--- config.mk ---
export PLATFORM = sky130hd
export DESIGN_NAME = reg_scoreboard
export DESIGN_NICKNAME = d
export VERILOG_FILES = /design/src/rtl/reg_scoreboard.sv
export SDC_FILE = /design/constraint.sdc
export NUM_CORES = 1
export LEC_CHECK = 0
export CAP_MARGIN = 20
export CORE_ASPECT_RATIO = 0.9
export CORE_UTILIZATION = 35
export DETAILED_ROUTE_END_ITERATION = 12
export PLACE_DENSITY = 0.63
export SLEW_MARGIN = 30
export SYNTH_ARGS = -nofsm -noshare
export SYNTH_HDL_FRONTEND = slang
export SYNTH_SLANG_ARGS = --single-unit
--- constraint.sdc ---
create_clock -name clk_i -period 3.8 [get_ports clk_i]
set_clock_uncertainty 0.1 [all_clocks]
set_input_delay 0.38 -clock clk_i [delete_from_list [all_inputs] [get_ports clk_i]]
set_output_delay 0.38 -clock clk_i [all_outputs]
set_load 0.02 [all_outputs]
--- src/rtl/reg_scoreboard.sv ---
// Register scoreboard: per-register writeback countdown plus load flag, driving decode stall/issue.
// Define REG_SCB_FORWARDING_EN to let ALU results and nearly-complete loads bypass the scoreboard.
module reg_scoreboard #(
    parameter int ADDR_WIDTH   = 4,
    parameter int ALU_WB_LAT   = 3,
    parameter int LOAD_WB_LAT  = 4,
    parameter int LOAD_FWD_CNT = 1
) (
    input  logic                  clk_i,
    input  logic                  rst_i,
    input  logic                  dec_valid_i,
    input  logic [ADDR_WIDTH-1:0] reg_addr_1_i,
    input  logic [ADDR_WIDTH-1:0] reg_addr_2_i,
    input  logic [ADDR_WIDTH-1:0] reg_dest_addr_i,
    input  logic                  use_src1_i,
    input  logic                  use_src2_i,
    input  logic                  writes_dest_i,
    input  logic                  is_load_i,
    input  logic                  pipe_hold_i,
    input  logic                  flush_i,
    output logic                  stall_o,
    output logic                  issue_o
);

    localparam int         NUM_REGS = 1 << ADDR_WIDTH;
    localparam logic [2:0] ALU_LAT  = 3'(ALU_WB_LAT);
    localparam logic [2:0] LOAD_LAT = 3'(LOAD_WB_LAT);
    localparam logic [2:0] FWD_CNT  = 3'(LOAD_FWD_CNT);
`ifdef REG_SCB_FORWARDING_EN
    localparam bit FWD_EN = 1'b1;
`else
    localparam bit FWD_EN = 1'b0;
`endif

    logic [NUM_REGS-1:0][2:0] cnt_q, cnt_d;
    logic [NUM_REGS-1:0]      ld_q, ld_d;
    logic [NUM_REGS-1:0]      blocked;
    logic                     src1_haz, src2_haz, hazard;
    logic [2:0]               wb_lat;

    // A register blocks a reader while busy, unless its value can already be forwarded.
    always_comb begin
        for (int r = 0; r < NUM_REGS; r++) begin
            blocked[r] = (cnt_q[r] != 3'd0) &&
                         !(FWD_EN && (!ld_q[r] || (cnt_q[r] <= FWD_CNT)));
        end
    end

    always_comb begin
        src1_haz = use_src1_i & blocked[reg_addr_1_i];
        src2_haz = use_src2_i & blocked[reg_addr_2_i];
        hazard   = ~rst_i & (src1_haz | src2_haz);
        stall_o  = dec_valid_i & (pipe_hold_i | hazard);
        issue_o  = dec_valid_i & ~stall_o;
    end

    // Hazards above read pre-update state, so a producer never clears its own sources.
    always_comb begin
        cnt_d  = cnt_q;
        ld_d   = ld_q;
        wb_lat = is_load_i ? LOAD_LAT : ALU_LAT;
        for (int r = 0; r < NUM_REGS; r++) begin
            if (flush_i) begin
                cnt_d[r] = 3'd0;
                ld_d[r]  = 1'b0;
            end else if (!pipe_hold_i) begin
                cnt_d[r] = (cnt_q[r] != 3'd0) ? (cnt_q[r] - 3'd1) : 3'd0;
                if (issue_o && writes_dest_i && (reg_dest_addr_i == ADDR_WIDTH'(r))) begin
                    if (cnt_d[r] < wb_lat) begin
                        cnt_d[r] = wb_lat;
                    end
                    ld_d[r] = is_load_i;
                end
            end
        end
    end

    always_ff @(posedge clk_i) begin
        if (rst_i) begin
            cnt_q <= '0;
            ld_q  <= '0;
        end else begin
            cnt_q <= cnt_d;
            ld_q  <= ld_d;
        end
    end

endmodule

==> metrics <==
total grt overflow 0; final core occ 0.4058; layout cells sized above 1 0.09820; sw frac 0.3058; clk buf depth 2; total number of vias slightly below 5,000; Area Overhead vs Synth 12.96%; Synth Flop Type dfxtp_1; post-CTS setup buffers 0; FF-to-FF path depth 8; worst-skew pair later-pin latency 0.30 ns; RSZ-0062 raised after global routing no; Starting Density 0.3593; min Tclk post-route 3.533 ns; combinational share of power 0.206; Critical Path, Cell by Cell clkdlybuf4s50_1 > nor4_1 > a2111oi_0 > a31oi_1 > a2111oi_4 > a21o_1 > and2_1 > clkdlybuf4s50_1; CP Capture Type output pin; post-route DRC violation count 0; WP data required 3.32 ns; clock input transition at the sequential cells of the worst setup and hold paths 0.07 ns; fillers about 1,300; largest net degree at the start of global routing 44; hold_ws 0.3799 ns; TritonCTS clock tree built; most flop-heavy register cnt_q; initial antenna violation count 0; Slew Viols, Final 0; gpl congestion 0.9261; # hold bufs at CTS 0; vias in the first global route 4,661; WS Path Type in2out; most used cell along the critical path clkdlybuf4s50_1; outcome complete, no violations; number of routed nets with antenna violations 0; Final Hold Fails 0; Die X 122.5 um; number of CTS-inserted buffers 5; # Max-Cap Violations 0; global-route wire length before repair between 20,000 and 25,000 um; drt pass-1 iters 5; mean post-synth cell area 7.664 sq um; FF+latch count, synth 48; cts repair resizes 0; clk root buf clkbuf_16; mapped cell area 4576 sq um; Netlist cell types 68; H-tree depth 2; slowest CP cell clkdlybuf4s50_1; crit path DAT 3.05 ns; max reg flops 48; Slew Limit Headroom 0.4124; Final setup viols 0; Leak 0.001838 uW; Worst IR Drop VDD approximately 0.00015 V; die height 110.5 um; Setup crit start kind input pin; Nets 664; Tot GR Track Use 0.2221; syn nets 650; Routed WL between 10,000 and 15,000 um; sequential fraction of design power 0.410; die area 13,540 sq um; CP max stage delay approximately 0.68 ns; Post-Syn Instances slightly below 600; Synth Warn # 0; final period utilization 0.9298; pwr/cell area 243.7 nW/um^2; # diodes 0; Regs by FF count cnt_q (48); worst hold path depth 3; Hold Path Class in2reg; register area share after synthesis 0.2100; largest fanout on the critical path 8; Setup TNS 0 ns; port bufs 22; row count 39; internal power 874.2 uW; I/O pin count 23; placed wire-length estimate 10,560 um; Synth async-reset ratio 0; TritonCTS Sinks 48; Clk pwr share 0.384; Initial DRC Count 372; Net Sw Power 385.2 uW; worst-margin pin slew 0.8809 ns; WL/cell around 19 um; vias per inst 6.335; Fmax roughly 0.28 GHz; number of flops mapped to enable cells by yosys 0; Core ar. around 13,000 sq um
-- layout make-up --
| cell class | instances | area [sq um] | area share |
|---|---|---|---|
| Clock buffer | 7 | 152.6 | 0.02953 |
| Sequential cell | 48 | 960.9 | 0.1859 |
| Inverter | 22 | 82.58 | 0.01598 |
| Multi-Input combinational cell | 490 | 3374 | 0.6529 |
| Timing Repair Buffer | 44 | 392.9 | 0.07601 |
| Tap cell | 164 | 205.2 | 0.03970 |
-- critical path: cells and delay by family --
family	cells	cell delay, ns
buf+inv	2	1.29
compound gates	4	1.10
simple gates	2	0.27
-- final timing paths --
path | start | to | slack [ns]
hold / removal | pipe_hold_i | cnt_q[38] | 0.38
hold reg to reg | cnt_q[41] | cnt_q[41] | 0.45
setup reg to reg | cnt_q[6] | cnt_q[45] | 0.50
setup / recovery | reg_addr_1_i[2] | stall_o | 0.27
-- kinds of logic (layout without fill, tap and decap cells) --
family	after synthesis	after routing	synth area share
and+or+nand+nor	239	239	0.2497
muxes	11	11	0.02680
adders and majority gates	32	32	0.08750
DFF	48	48	0.2100
buffers and inverters	59	73	0.05332
AOI/OAI and AO/OA	208	208	0.3727
-- stage by stage --
step | cell area (sq um) | std cells | worst slack [ns] | power [uW]
final | 5169 | 775 | 0.2669 | 1259
after global routing | 5169 | 775 | 0.03935 | 1301
after CTS | 5169 | 775 | 0.2439 | 1262
after detailed placement | 5016 | 768 | 0.2559 | 782.6
after global placement | 5016 | 768 | 0.3096 | 777.3
after floorplan | 4576 | 597 | 0.6829 | 681.1
-- power groups by stage --
stage,clock network [uW],logic (uW),registers [uW]
floorplan,0,157,525
finish,483,259,517
global placement,0,250,528
global route,506,277,518
detailed placement,0,254,528
CTS,490,256,516
-- cell usage in the layout (no fill, tap or decap), types with 4 or more instances in the layout --
| cell type | instances |
|---|---|
| a2111oi_0 | 6 |
| a2111oi_2 | 8 |
| a2111oi_4 | 4 |
| a211o_1 | 6 |
| a211oi_1 | 11 |
| a21o_1 | 9 |
| a21oi_1 | 41 |
| a22oi_1 | 5 |
| a311o_1 | 6 |
| a311oi_1 | 8 |
| a31oi_1 | 14 |
| and2_1 | 5 |
| and4_1 | 5 |
| buf_4 | 21 |
| clkbuf_16 | 5 |
| clkdlybuf4s50_1 | 21 |
| dfxtp_1 | 48 |
| ha_1 | 32 |
| inv_1 | 21 |
| mux2i_1 | 10 |
| nand2_1 | 91 |
| nand2b_1 | 7 |
| nand3_1 | 15 |
| nand4_1 | 7 |
| nor2_1 | 47 |
| nor2b_1 | 13 |
| nor3_1 | 16 |
| nor4_1 | 11 |
| o211ai_1 | 9 |
| o21ai_0 | 23 |
| o221a_2 | 4 |
| o31a_1 | 4 |
| o31ai_1 | 6 |
| or3_1 | 6 |
-- synthesized netlist by cell type (4+ instances only) --
master     count  area share
nand3_1       15       0.016
a211oi_1      11       0.018
dfxtp_1       48        0.21
inv_1         21       0.017
o221a_2        4      0.0098
o211ai_1       9       0.015
o21ai_1        4      0.0044
and2_1         5      0.0068
nor2b_1       13       0.018
ha_1          32       0.088
buf_2          6      0.0066
nand2b_1       7      0.0096
nor3_1        16       0.018
nand2_1       91       0.075
nor4_1        11       0.015
a21oi_1       41       0.045
a2111oi_0      6       0.011
a2111oi_2      8       0.026
nor2_1        47       0.039
a21o_1         9       0.015
and4_1         5      0.0096
o31a_1         4      0.0077
o21ai_0       23       0.025
or3_1          6      0.0082
mux2i_1       10       0.022
a31oi_1       14       0.019
nand4_1        7      0.0096
a311o_1        6       0.013
a22oi_1        5      0.0082
a311oi_1       8       0.015
a211o_1        6       0.011
a2111oi_4      4       0.024
clkbuf_1      29       0.024
o31ai_1        6      0.0098
-- metal layers --
metal | routed length [um] | share of wire | vias to the layer above | global-route usage
met2 | 6667 | 0.46 | 156 | 0.3412
li1 | - | - | 2327 | -
met5 | 0 | 0 | - | 0
met1 | 6723 | 0.46 | 2394 | 0.3067
met4 | 327 | 0.022 | 0 | 0.08455
met3 | 851 | 0.058 | 33 | 0.03719
Power figures use the tool's default switching activity.
